===== config.mk =====
export PLATFORM = sky130hd
export DESIGN_NAME = spu_sm_ctrl
export DESIGN_NICKNAME = d
export VERILOG_FILES = /design/src/rtl/spu_sm_ctrl.sv
export SDC_FILE = /design/constraint.sdc
export NUM_CORES = 1
export LEC_CHECK = 0
export CAP_MARGIN = 40
export CORE_MARGIN = 5
export CORE_UTILIZATION = 42
export DETAILED_ROUTE_END_ITERATION = 7
export PLACE_DENSITY = 0.72
export REMOVE_ABC_BUFFERS = 1
export SYNTH_ARGS = -nofsm -noshare
export SYNTH_HDL_FRONTEND = slang
export SYNTH_SLANG_ARGS = --single-unit

===== constraint.sdc =====
create_clock -name core_clk -period 15.7 [get_ports core_clk]
set_clock_uncertainty 0.1 [all_clocks]
set_input_delay 3.925 -clock core_clk [delete_from_list [all_inputs] [get_ports core_clk]]
set_output_delay 3.925 -clock core_clk [all_outputs]
set_load 0.005 [all_outputs]

===== src/rtl/spu_sm_ctrl.sv =====
// rtl/spu_sm_ctrl.sv - softmax exp-LUT sequencer (MAX/EU_A/RECI/EU_B) and LUT/shift config holder
// Optional busy-cycle counter built when SPU_SM_CTRL_PERF_CNT_EN is defined.
module spu_sm_ctrl #(
    parameter int ROW_LEN_W   = 8,
    parameter int RECI_CYCLES = 10
) (
    input  logic                 core_clk,
    input  logic                 rst,
    input  logic                 cfg_we,
    input  logic [2:0]           cfg_addr,
    input  logic [15:0]          cfg_wdata,
    input  logic                 cfg_shift_we,
    input  logic [4:0]           cfg_shift,
    output logic                 cfg_err,
    input  logic                 start,
    input  logic [ROW_LEN_W-1:0] row_len,
    input  logic                 abort,
    output logic                 busy,
    output logic                 done,
    input  logic                 in_valid,
    output logic                 in_ready,
    output logic                 exp_valid,
    output logic [2:0]           sm_state,
    output logic [127:0]         sm_lut_config,
    output logic [4:0]           output_scale_shift,
    output logic [15:0]          perf_cycles
);
    typedef enum logic [2:0] {
        IDLE = 3'b000,
        EU_A = 3'b001,
        RECI = 3'b011,
        EU_B = 3'b100,
        MAX  = 3'b101
    } state_t;

    localparam int RCW = $clog2(RECI_CYCLES + 1);

    state_t               state, state_nx;
    logic [ROW_LEN_W-1:0] n_q, beat_cnt;
    logic                 drain_cnt;
    logic [RCW-1:0]       reci_cnt;
    logic [2:0]           exp_pipe;
    logic                 fire, last_beat, start_ok, abort_ok, pass_adv, row_end;

    assign sm_state  = state;
    assign busy      = (state != IDLE);
    assign exp_valid = exp_pipe[2];
    assign fire      = in_valid & in_ready;
    assign last_beat = fire && (beat_cnt == n_q - 1'b1);
    assign start_ok  = (state == IDLE) && start && (row_len != '0);
    assign abort_ok  = abort && (state != IDLE);

    always_comb begin
        in_ready = ((state == MAX) || (state == EU_A) || (state == EU_B)) && (beat_cnt != n_q);
    end

    always_comb begin
        state_nx = state;
        pass_adv = 1'b0;
        row_end  = 1'b0;
        if (abort_ok) begin
            state_nx = IDLE;
        end else begin
            case (state)
                IDLE: if (start_ok) state_nx = MAX;
                MAX: if (last_beat) begin
                    state_nx = EU_A;
                    pass_adv = 1'b1;
                end
                // two drain cycles after the last beat let the exp pipe empty
                EU_A: if ((beat_cnt == n_q) && drain_cnt) begin
                    state_nx = RECI;
                    pass_adv = 1'b1;
                end
                RECI: if (reci_cnt == RCW'(RECI_CYCLES - 1)) begin
                    state_nx = EU_B;
                    pass_adv = 1'b1;
                end
                EU_B: if (last_beat) begin
                    state_nx = IDLE;
                    pass_adv = 1'b1;
                    row_end  = 1'b1;
                end
                default: state_nx = IDLE;
            endcase
        end
    end

    always_ff @(posedge core_clk or posedge rst) begin
        if (rst) begin
            state              <= IDLE;
            n_q                <= '0;
            beat_cnt           <= '0;
            drain_cnt          <= 1'b0;
            reci_cnt           <= '0;
            exp_pipe           <= '0;
            done               <= 1'b0;
            cfg_err            <= 1'b0;
            sm_lut_config      <= '0;
            output_scale_shift <= '0;
        end else begin
            state   <= state_nx;
            done    <= row_end;
            cfg_err <= (cfg_we | cfg_shift_we) && (state != IDLE);
            if (start_ok)
                n_q <= row_len;
            if (abort_ok || pass_adv || start_ok) begin
                beat_cnt  <= '0;
                drain_cnt <= 1'b0;
                reci_cnt  <= '0;
            end else begin
                if (fire)
                    beat_cnt <= beat_cnt + 1'b1;
                if ((state == EU_A) && (beat_cnt == n_q))
                    drain_cnt <= 1'b1;
                if (state == RECI)
                    reci_cnt <= reci_cnt + 1'b1;
            end
            exp_pipe <= abort_ok ? 3'b000 : {exp_pipe[1:0], fire && (state == EU_A)};
            if (state == IDLE) begin
                if (cfg_we)
                    sm_lut_config[{cfg_addr, 4'b0000} +: 16] <= cfg_wdata;
                if (cfg_shift_we)
                    output_scale_shift <= cfg_shift;
            end
        end
    end

`ifdef SPU_SM_CTRL_PERF_CNT_EN
    logic [15:0] busy_cnt;

    always_ff @(posedge core_clk or posedge rst) begin
        if (rst) begin
            busy_cnt    <= '0;
            perf_cycles <= '0;
        end else begin
            if (start_ok)
                busy_cnt <= '0;
            else if (busy && (busy_cnt != 16'hFFFF))
                busy_cnt <= busy_cnt + 16'd1;
            if (done)
                perf_cycles <= busy_cnt;
        end
    end
`else
    assign perf_cycles = '0;
`endif

endmodule

==> After elaboration in Yosys (flattened, before gate mapping) <==
Index checks and enable logic that the tools add are counted.
{ "totals": {"reg_bits": 162, "input_bits": 39, "output_inout_bits": 157} }
{ "op_classes": {"n_addsub": 4, "n_eq_ne": 13, "n_shift": 2, "n_mux": 22, "bitwise_logic": 2, "n_reduce_logical": 23} }
{ "ops": {"columns": ["op", "n"], "rows": [
  ["$bwmux 128", 1],
  ["$shift 16x9->128 const A", 1],
  ["$shiftx 16x9->128", 1],
  ["$mux 3", 7],
  ["$eq 8x8->1", 2],
  ["$mux 8", 2],
  ["$pmux 3 s5", 1],
  ["$ne 3x3->1 const B", 4],
  ["$logic_and 1x1->1", 9],
  ["$neg 7->9", 1],
  ["$add 8x1->8 const B", 1],
  ["$mux 1", 8],
  ["$mux 4", 2],
  ["$ne 8x8->1", 1],
  ["$reduce_bool 8->1", 1],
  ["$sub 8x1->8 const B", 1],
  ["$eq 3x3->1 const B", 2],
  ["$reduce_bool 2->1", 3],
  ["$reduce_and 5->1", 1],
  ["$add 4x1->4 const B", 1],
  ["$eq 4x4->1 const B", 1],
  ["$logic_or 1x1->1", 4],
  ["$reduce_and 2->1", 2],
  ["$eq 3x1->1 const B", 1],
  ["other kinds (8)", 8]
]} }

==> Longest topological paths before layout <==
Gate-level depths: netlist of run 1.
{ "depth": {"word_depth": 12, "mapped_depth": 10, "ltp_nobuf": 8} }

==> Worst setup path before layout of run 1 <==
No wires, ideal clock.
{ "synth_path": {"path_kind": "input to register", "from": "input cfg_addr[0]", "to": "register sm_lut_config[48]", "setup_time_ns": 0.125, "arrival_time_ns": 6.019, "slack_ns": 9.456, "stages": 8, "path_buffers": 2, "cell_sequence": "clkbuf_1 > inv_1 > ha_1 > ha_1 > nand2b_1 > nor4_2 > buf_4 > mux2_2"} }
{ "synth_between": {"elab_chain_cells": 3} }
{ "synth_lines": {"columns": ["item", "line_no", "text"], "rows": [
  ["start: declaration", "10", "input logic [2:0] cfg_addr,"],
  ["$neg 7->9 *", "122", "sm_lut_config[{cfg_addr, 4'b0000} +: 16] <= cfg_wdata;"],
  ["$shiftx 16x9->128 or $shift 16x9->128 (tied branches)", "122", null],
  ["$bwmux 128 *", "122", null],
  ["end signal: indexed assignment", "122", null],
  ["end: declaration", "24", "output logic [127:0] sm_lut_config,"]
]} }
Mark *: on every way between the ends. The rest lies on a longest branch, timed or not.
A chain may end at the register's enable or synchronous reset.

==> Worst setup path in the final report of run 1 <==
{ "layout_path": {"from": "input cfg_addr[0]", "to": "register sm_lut_config[45]"} }
Same word-level chain as after synthesis.

==> results of run 1 <==
[per-layer routing]
metal | up-vias | track usage [%]
met1 | 2306 | 23.7
met4 | 0 | 5.21
met5 | - | 0
met2 | 175 | 32.2
li1 | 2108 | -
met3 | 19 | 5.08
[final cells by class]
| cell class | instances | share of cell area (%) |
|---|---|---|
| Clock buffer | 20 | 4.72 |
| Clock inverter | 12 | 1.39 |
| Inverter | 10 | 0.449 |
| Multi-Input combinational cell | 307 | 27.7 |
| Sequential cell | 162 | 42.8 |
| Tap cell | 216 | 2.86 |
| Timing Repair Buffer | 187 | 20.1 |
[worst max-delay path, stage by stage]
cell and delay (ns):
clkdlybuf4s50_1 0.66, inv_1 0.15, ha_1 0.22, ha_1 0.39, nand2b_1 0.14, nor3_1 0.19
nand2_1 0.48, mux2_2 0.47
[path summary, 6_finish.rpt]
check / from / endpoint / slack, ns / depth (start not counted)
worst max-delay path: cfg_addr[0] / sm_lut_config[45] / 9.26 / 8
max in group asynchronous: rst / sm_lut_config[10] / 10.31 / 4
worst max register to register: sm_state[0] / sm_lut_config[25] / 13.02 / 4
worst min-delay path: exp_pipe[1] / exp_pipe[2] / 0.37 / 1
worst min register to register: exp_pipe[1] / exp_pipe[2] / 0.37 / 1
min in group asynchronous: rst / sm_lut_config[82] / 3.89 / 2
[cells in the final DEF (no fill, tap or decap), types with 5 or more instances in the layout]
cell type / n
and2_1: 5
buf_8: 5
clkbuf_16: 17
clkdlybuf4s50_1: 179
conb_1: 16
dfrtp_1: 162
ha_1: 6
inv_1: 9
mux2_2: 137
nand2_1: 22
nand2b_1: 5
nand3_1: 8
nor2_1: 26
nor3_1: 7
o21ai_0: 9
xnor2_1: 12
xor2_1: 8
[power breakdown]
group	total [mW]	internal, mW	leakage [nW]	switching, mW
Combinational	0.642	0.426	1.83	0.216
Clock	0.404	0.239	0.273	0.165
Sequential	0.697	0.585	2.06	0.113
[cells by family (layout without fill, tap and decap cells)]
kind of cell / after synthesis / after routing
flops: 162 / 162
mux: 137 / 137
simple gates: 99 / 99
buf+inv: 42 / 229
compound gates: 29 / 29
xor+xnor: 20 / 20
fa+ha+maj: 6 / 6
other cells: 1 / 16
[sequential cells by signal, summed over array words and instances (netlist names)]
| name | flops |
|---|---|
| cfg_err | 1 |
| output_scale_shift | 5 |
| done | 1 |
| sm_lut_config | 128 |
| beat_cnt | 8 |
| n_q | 8 |
| drain_cnt | 1 |
| reci_cnt | 4 |
| exp_pipe | 3 |
| sm_state | 3 |
[metrics by stage]
step | instance area [sq um] | hold slack (ns) | util, %
after floorplan | 6700 | 0.328 | -
after global placement | 8790 | 0.348 | 55.1
after detailed placement | 8890 | 0.358 | 55.7
after CTS | 9470 | 0.373 | 59.4
after global routing | 9470 | 0.398 | 59.4
final | 9470 | 0.365 | 59.4
==> flow_metrics.tcl, run 1 <==
set metrics [dict create \
    dominant_combinational_cell_family_by_area_after_synthesis "multiplexers" \
    cts-resized-gates 0 \
    setup.worst_path.end_class "flop" \
    detailroute.wirelength.met3_mm 1.38 \
    dr.max_layer_used "met4" \
    vias_in_the_first_global_route 4888 \
    synthesis.area_per_instance_sq_um 13.8 \
    hold_path.class "reg -> reg" \
    total_power_mw 1.74 \
    launching_element_type_of_the_critical_path "input pin" \
    synth_edf_count 0 \
    die_w_microns 138 \
    register_area_share_after_synthesis_pct 59.2 \
    antenna_found_initial 0 \
    die_h_microns 138 \
    ys_ff_latch 162 \
    clock_insertion_delay_worst_skew_ns 0.42 \
    fillerInstances 1252 \
    postCtsSetupRepairBufs 0 \
    xor_and_xnor_fraction_of_the_mapped_netlist_area_pct 2.56 \
    drt_wl_total_mm 17.3 \
    gr-total-overflow 0 \
    worst_case_vdd_ir_drop_uv 88.4 \
    post_synth_mux_area_share_pct 22.5 \
    worstPathRequired_ns 15.90 \
    cts_hold_buffers 0 \
    detailedPlace.worstSlack_ns 8.86 \
    power.leakage_nw 4.17 \
    drc_errors 0 \
    place_congestion 0.954 \
    asyncSetResetFlopFracSynth_pct 100 \
    cts_made_buffers 17 \
    wirelength_met1_mm 7.07 \
    grt_start_max_net_pins 78 \
    synth.largest_area_cell "dfrtp_1" \
    clock_tree_from_tritoncts "done" \
    synthToLayoutAreaGrowth_pct 38.3 \
    fin_tns_setup_ns 0 \
    route.vias.total 4608 \
    max_cap_viol_count 0 \
    synth-simple-area-share_pct 7.86 \
    floorplan.initialDensity_pct 42.9 \
    worst_slew_pin_slew_ns 0.805 \
    final-instance-count-excl-fill 914 \
    detail_route_antenna_nets 0 \
    critPathKind "in -> reg" \
    synthDominantCellAreaShare_pct 59.2 \
    finalHoldViolCount 0 \
    post_synth_main_area_contributors "dfrtp_1 59%, mux2_2 23%, buf_4 1.9%" \
    grt_util_all_layers_pct 18.9 \
    period_needed_ns 6.44 \
    drive_gt1_share_pct 26.9 \
    routedWlPerCell_microns 18.9 \
    clk_transition_reported_paths_ns 0.06 \
    nets 730 \
    finalMaxSlewViolations 0 \
    drt-vias-per-instance 5.04 \
    final.period_utilization_pct 41.0 \
    timing.critical_path.fanout_max 16 \
    fraction_of_the_mapped_netlist_area_in_compound_gates_pct 3.20 \
    power_per_cell_area_mw_per_mm2 184 \
    placedCellCount 882 \
    area.sequential_sq_mm 0.00405 \
    cts.htree.levels 4 \
    fp.dieArea_sq_mm 0.0189 \
    synthesis.instances 496 \
    setup_ws_ns 9.26 \
    num_antenna_cells 0 \
    portBuffers 179 \
    drt-initial-drc-count 172 \
    worstPathArrival_ns 6.64 \
    multi_input_area_sq_mm 0.00262 \
    setup_viol_count_final 0 \
    drt_pre_antenna_iters 5 \
    first_pass_grt_wire_length_mm 27.2 \
    ys.warnings.count 0 \
    synthMostInstantiatedCell "dfrtp_1" \
    root_buffer "clkbuf_16" \
    route.met2.wl_mm 8.63 \
    cts_max_path_buffers 2 \
    io_pins 196 \
    yosys.area_share.adder_pct 1.10 \
    synth-main-ff-cell "dfrtp_1" \
    core_area_sq_mm 0.0159 \
    cts.sinks 162 \
    grt_setup_unrepaired "no" \
    fp-row-count 46 \
    netlist_area_sq_mm 0.00684 \
    post-dp-hpwl_mm 12.8 \
    synthTopCellsByCount "162 x dfrtp_1, 137 x mux2_2, 26 x nor2_1, 22 x nand2_1, 17 x buf_4" \
    relSlewSlack_pct 46.1 \
    run_status "completed" \
    post_synth_num_cell_types 46 \
    maxClockFrequency_mhz 155 \
]
Power figures use the tool's default switching activity.
==> run 2, diff against run 1 <==
--- a/config.mk
+++ b/config.mk
@@ -9,7 +9,7 @@
 export CORE_MARGIN = 5
 export CORE_UTILIZATION = 42
 export DETAILED_ROUTE_END_ITERATION = 7
-export PLACE_DENSITY = 0.72
+export PLACE_DENSITY = 0.75
 export REMOVE_ABC_BUFFERS = 1
 export SYNTH_ARGS = -nofsm -noshare
 export SYNTH_HDL_FRONTEND = slang
==> constraint.sdc (replaced) <==
create_clock -name core_clk -period 5.8 [get_ports core_clk]
set_clock_uncertainty 0.1 [all_clocks]
set_input_delay 1.45 -clock core_clk [delete_from_list [all_inputs] [get_ports core_clk]]
set_output_delay 1.45 -clock core_clk [all_outputs]
set_load 0.005 [all_outputs]
==> flow_metrics.tcl, run 2 (same netlist as run 1, synthesis figures left out) <==
set metrics [dict create \
    run_status "completed" \
    layout_top_registers "sm_lut_config: 128 flops, beat_cnt: 8 flops, n_q: 8 flops" \
    launching_element_type_of_the_critical_path "input pin" \
    detail_route_antenna_nets 0 \
    cpMostUsedCell "ha_1" \
    detailedPlace.worstSlack_ns 1.25 \
    core_area_sq_mm 0.0159 \
    largest_register "sm_lut_config" \
    die_w_microns 138 \
    stdcell_area_sq_mm 0.00944 \
    mostFrequentLayoutCells "179 x clkdlybuf4s50_1, 162 x dfrtp_1, 137 x mux2_2" \
    relSlewSlack_pct 46.1 \
    timing.critical_path.fanout_max 16 \
    drive_gt1_share_pct 27.0 \
    timing.critical_path.max_delay_family "simple AND/OR/NAND/NOR gates" \
    cts_made_buffers 17 \
    vias_in_the_first_global_route 4851 \
    worstPathArrival_ns 4.30 \
    core_utilization_of_the_finished_layout_pct 59.2 \
    critical_path.endpoint "sm_lut_config[68]" \
    worst_case_vdd_ir_drop_uv 214 \
    io_pins 196 \
    place_congestion 0.870 \
    grt_setup_unrepaired "no" \
    drt-vias-per-instance 5.07 \
    fillerInstances 1279 \
    cell_internal_pwr_mw 3.38 \
    drc_errors 0 \
    worst_path_max_delay_cell "and2_1" \
    critPathKind "in -> reg" \
    setup_viol_count_final 0 \
    hold_path.class "reg -> reg" \
    first_pass_grt_wire_length_mm 26.3 \
    num_antenna_cells 0 \
    cp_num_cells 8 \
    clk_pwr_share_pct 23.7 \
    route.vias.total 4627 \
    largest_reg_flops 128 \
    gr-total-overflow 0 \
    final.hold.worst_slack_ns 0.367 \
    drt_pre_antenna_iters 5 \
    final.period_utilization_pct 70.7 \
    die_h_microns 138 \
    cpPeakStageDelay_ns 0.70 \
    fp-row-count 46 \
    combPwrFrac_pct 36.3 \
    drt_wl_total_mm 17.2 \
    fp.dieArea_sq_mm 0.0189 \
    synthToLayoutAreaGrowth_pct 37.9 \
    placedInstanceArea_sq_mm 0.00884 \
    nets 729 \
    maxClockFrequency_mhz 244 \
    sw_frac_of_total_pct 28.7 \
    drt-initial-drc-count 191 \
    rr_startpoint "sm_state[0]" \
    worstRegToRegCells 6 \
    postCtsSetupRepairBufs 0 \
    layout.cells.most_common "clkdlybuf4s50_1" \
    root_buffer "clkbuf_16" \
    max_cap_viol_count 0 \
    clock_insertion_delay_worst_skew_ns 0.42 \
    cts.sinks 162 \
    setup.worst_path.end_class "flop" \
    seq_power_share_pct 39.9 \
    timing.reg2reg.setup_slack_ns 3.02 \
    rr_endpoint "sm_lut_config[9]" \
    setup_ws_ns 1.70 \
    cts.htree.levels 4 \
    power.leakage_nw 4.16 \
    antenna_found_initial 0 \
    cts-resized-gates 0 \
    cts_max_path_buffers 2 \
    critical_path.startpoint "cfg_addr[0]" \
    finalMaxSlewViolations 0 \
    power_switching_mw 1.36 \
    critical_path_buf_inv_count 2 \
    worstPathRequired_ns 6.00 \
    grt_util_all_layers_pct 18.4 \
    fin_tns_setup_ns 0 \
    cts_hold_buffers 0 \
    finalHoldViolCount 0 \
    worst_slew_pin_slew_ns 0.809 \
    post-dp-hpwl_mm 12.8 \
    grt_start_max_net_pins 78 \
    power_per_cell_area_mw_per_mm2 502 \
    routedWlPerCell_microns 18.8 \
    period_needed_ns 4.10 \
    clock_tree_from_tritoncts "done" \
    critical_path.cell_chain "clkdlybuf4s50_1 -> inv_1 -> ha_1 -> ha_1 -> nand2b_1 -> nor3_1 -> and2_1 -> mux2_2" \
    portBuffers 179 \
    floorplan.initialDensity_pct 42.9 \
    clk_transition_reported_paths_ns 0.06 \
]
==> run 2: cell types whose count changed in the layout (fill, tap and decap cells not counted), sizes merged <==
cell / change
buf: -1
clkinvlp: -2
inv: +5
clkbuf: -3
clkinv: -1
==> run 2: per-stage QoR <==
step	power, mW	instances
floorplan	2.51	479
global placement	3.58	879
detailed placement	3.66	881
CTS	4.80	912
global route	5.01	912
finish	4.74	912
==> run 2: how the worst min path moves through the flow <==
stage             endpoint  cells past startpoint  slack, ns        start
2_1_floorplan  exp_pipe[1]                      1       0.33  exp_pipe[0]
3_3_place_gp   exp_pipe[2]                      1       0.35  exp_pipe[1]
3_5_place_dp   exp_pipe[2]                      1       0.33  exp_pipe[1]
4_1_cts        exp_pipe[2]                      1       0.37  exp_pipe[1]
5_1_grt        exp_pipe[2]                      1       0.40  exp_pipe[1]
6_report       exp_pipe[2]                      1       0.37  exp_pipe[1]
==> run 2: power by group through the flow <==
stage	combinational [mW]	sequential [mW]	clock [mW]
CTS	1.75	1.90	1.15
global placement	1.69	1.89	0
finish	1.72	1.89	1.12
detailed placement	1.75	1.92	0
floorplan	0.641	1.87	0
global route	1.86	1.95	1.20
==> run 2: layout make-up <==
| cell class | count | area [sq um] | area share [%] |
|---|---|---|---|
| tap | 216 | 270 | 2.86 |
| timing repair buffer | 186 | 1860 | 19.7 |
| clock buffer | 17 | 425 | 4.51 |
| multi-input combinational | 307 | 2620 | 27.7 |
| inverter | 10 | 42.5 | 0.451 |
| clock inverter | 14 | 173 | 1.83 |
| sequential | 162 | 4050 | 42.9 |
==> run 2: routing by layer <==
layer	vias to the layer above	global-route usage (%)	share of wire [%]
met4	0	6.71	2.0
met5	-	0	0
met1	2326	22.9	41
met2	170	31.4	50
met3	26	4.02	7.0
li1	2105	-	-
==> run 3, diff against run 2 <==
--- a/config.mk
+++ b/config.mk
@@ -9,7 +9,7 @@
 export CORE_MARGIN = 5
 export CORE_UTILIZATION = 42
 export DETAILED_ROUTE_END_ITERATION = 7
-export PLACE_DENSITY = 0.75
+export PLACE_DENSITY = 0.72
 export REMOVE_ABC_BUFFERS = 1
 export SYNTH_ARGS = -nofsm -noshare
 export SYNTH_HDL_FRONTEND = slang
==> constraint.sdc (replaced) <==
create_clock -name core_clk -period 3.9 [get_ports core_clk]
set_clock_uncertainty 0.1 [all_clocks]
set_input_delay 0.975 -clock core_clk [delete_from_list [all_inputs] [get_ports core_clk]]
set_output_delay 0.975 -clock core_clk [all_outputs]
set_load 0.005 [all_outputs]
==> flow_metrics.tcl, run 3 (same netlist as run 1, synthesis figures left out) <==
set metrics [dict create \
    worstPathArrival_ns 2.37 \
    clock_tree_from_tritoncts "done" \
    setup_viol_count_final 0 \
    largest_register "sm_lut_config" \
    combPwrFrac_pct 36.8 \
    die_h_microns 138 \
    final-instance-count-excl-fill 922 \
    worst_path_max_delay_cell "or4_1" \
    cpPeakStageDelay_ns 0.59 \
    cts_made_buffers 17 \
    layout_top_registers "sm_lut_config: 128 flops, beat_cnt: 8 flops, n_q: 8 flops" \
    hold_path.class "reg -> reg" \
    layout.cells.most_common "clkdlybuf4s50_1" \
    finalMaxSlewViolations 0 \
    final.period_utilization_pct 88.2 \
    routedWlPerCell_microns 18.9 \
    power_switching_mw 1.99 \
    drt_pre_antenna_iters 4 \
    seq_power_share_pct 39.9 \
    finalHoldViolCount 0 \
    core_utilization_of_the_finished_layout_pct 59.8 \
    setup.worst_path.end_class "output port" \
    critPathKind "reg -> out" \
    drt-initial-drc-count 218 \
    power_per_cell_area_mw_per_mm2 740 \
    place_congestion 0.815 \
    area.sequential_sq_mm 0.00405 \
    root_buffer "clkbuf_16" \
    clock_insertion_delay_worst_skew_ns 0.41 \
    cts_max_path_buffers 2 \
    antenna_found_initial 0 \
    cts_hold_buffers 0 \
    route.vias.total 4672 \
    fillerInstances 1232 \
    fp.dieArea_sq_mm 0.0189 \
    largest_reg_flops 128 \
    cts.sinks 162 \
    first_pass_grt_wire_length_mm 26.9 \
    die_w_microns 138 \
    critical_path.cell_chain "xor2_1 -> or4_1 -> nor2_1 -> nor3_1 -> clkdlybuf4s50_1" \
    clk_pwr_share_pct 23.3 \
    nets 739 \
    timing.critical_path.fanout_max 4 \
    core_area_sq_mm 0.0159 \
    cell_internal_pwr_mw 5.06 \
    synthToLayoutAreaGrowth_pct 39.3 \
    sw_frac_of_total_pct 28.2 \
    setup_ws_ns 0.459 \
    max_cap_viol_count 0 \
    cts.htree.levels 4 \
    portBuffers 179 \
    launching_element_type_of_the_critical_path "flop" \
    grt_start_max_net_pins 70 \
    cts-resized-gates 0 \
    worst_slew_pin_slew_ns 0.644 \
    postCtsSetupRepairBufs 0 \
    drt_wl_total_mm 17.4 \
    detail_route_antenna_nets 0 \
    drive_gt1_share_pct 27.9 \
    fp-row-count 46 \
    critical_path_buf_inv_count 1 \
    relSlewSlack_pct 57.1 \
    multi_input_area_sq_mm 0.00262 \
    fin_tns_setup_ns 0 \
    timing.critical_path.max_delay_family "simple AND/OR/NAND/NOR gates" \
    floorplan.initialDensity_pct 42.9 \
    num_antenna_cells 0 \
    drt-vias-per-instance 5.07 \
    clk_transition_reported_paths_ns 0.06 \
    worst_case_vdd_ir_drop_uv 340 \
    grt_util_all_layers_pct 18.6 \
    vias_in_the_first_global_route 4915 \
    drc_errors 0 \
    run_status "completed" \
    mostFrequentLayoutCells "179 x clkdlybuf4s50_1, 162 x dfrtp_1, 137 x mux2_2" \
    gr-total-overflow 0 \
    power.leakage_nw 4.21 \
    placedCellCount 891 \
    grt_setup_unrepaired "no" \
    worstPathRequired_ns 2.82 \
    post-dp-hpwl_mm 13.0 \
    maxClockFrequency_mhz 291 \
    io_pins 196 \
    period_needed_ns 3.44 \
    detailedPlace.worstSlack_ns 0.316 \
]
==> run 3: cell count changes in the layout (fill, tap and decap cells not counted), moves of 2 or more <==
cell / change
clkinvlp_4: +2
buf_12: +3
clkbuf_8: +2
inv_6: -5
buf_4: +9
==> run 3: final cells by class <==
class	instances	share of cell area [%]
Clock buffer	20	4.79
Sequential cell	162	42.5
Clock inverter	11	1.37
Timing Repair Buffer	196	20.5
Tap cell	216	2.84
Inverter	10	0.446
Multi-Input combinational cell	307	27.5
==> run 3: stage by stage <==
step | total power [mW] | instance area (sq um) | hold slack, ns
after CTS | 7.13 | 9530 | 0.375
final | 7.05 | 9530 | 0.371
after global placement | 5.36 | 8940 | 0.348
after detailed placement | 5.47 | 8940 | 0.358
after floorplan | 3.74 | 6700 | 0.328
after global routing | 7.45 | 9530 | 0.399
==> run 3: metal layers <==
metal  part of all wire [%]  vias to the layer above  track usage, %  routed length (microns)
met5                      0                        -               0                        0
met4                    1.2                        0            5.10                      211
met3                    7.5                       20            4.64                     1300
met2                     49                      166            30.9                     8460
met1                     43                     2360            24.4                     7430
li1                       -                     2126               -                        -
==> run 3: path summary, 6_finish.rpt <==
kind,endpoint,start,slack (ns),depth (start not counted)
setup / recovery,in_ready,beat_cnt[4],0.46,5
hold / removal,exp_pipe[1],exp_pipe[0],0.37,1
setup reg to reg,beat_cnt[2],n_q[2],1.45,6
hold reg to reg,exp_pipe[1],exp_pipe[0],0.37,1
max in group asynchronous,output_scale_shift[2],rst,2.02,3
min in group asynchronous,sm_lut_config[82],rst,0.91,2
==> run 3: power by group through the flow <==
stage | combinational (mW) | clock (mW) | sequential (mW)
5_1_grt | 2.80 | 1.75 | 2.91
4_1_cts | 2.64 | 1.67 | 2.82
6_report | 2.60 | 1.64 | 2.81
3_3_place_gp | 2.54 | 0 | 2.82
3_5_place_dp | 2.63 | 0 | 2.84
2_1_floorplan | 0.953 | 0 | 2.79
==> run 3: worst register-to-register path, cell delays in order, from the launching register on <==
cell and delay, ns:
dfrtp_1 0.47, or3_4 0.45, or4_4 0.44, a21oi_2 0.21, o2111ai_2 0.21, o211ai_4 0.35, nor2_1 0.10
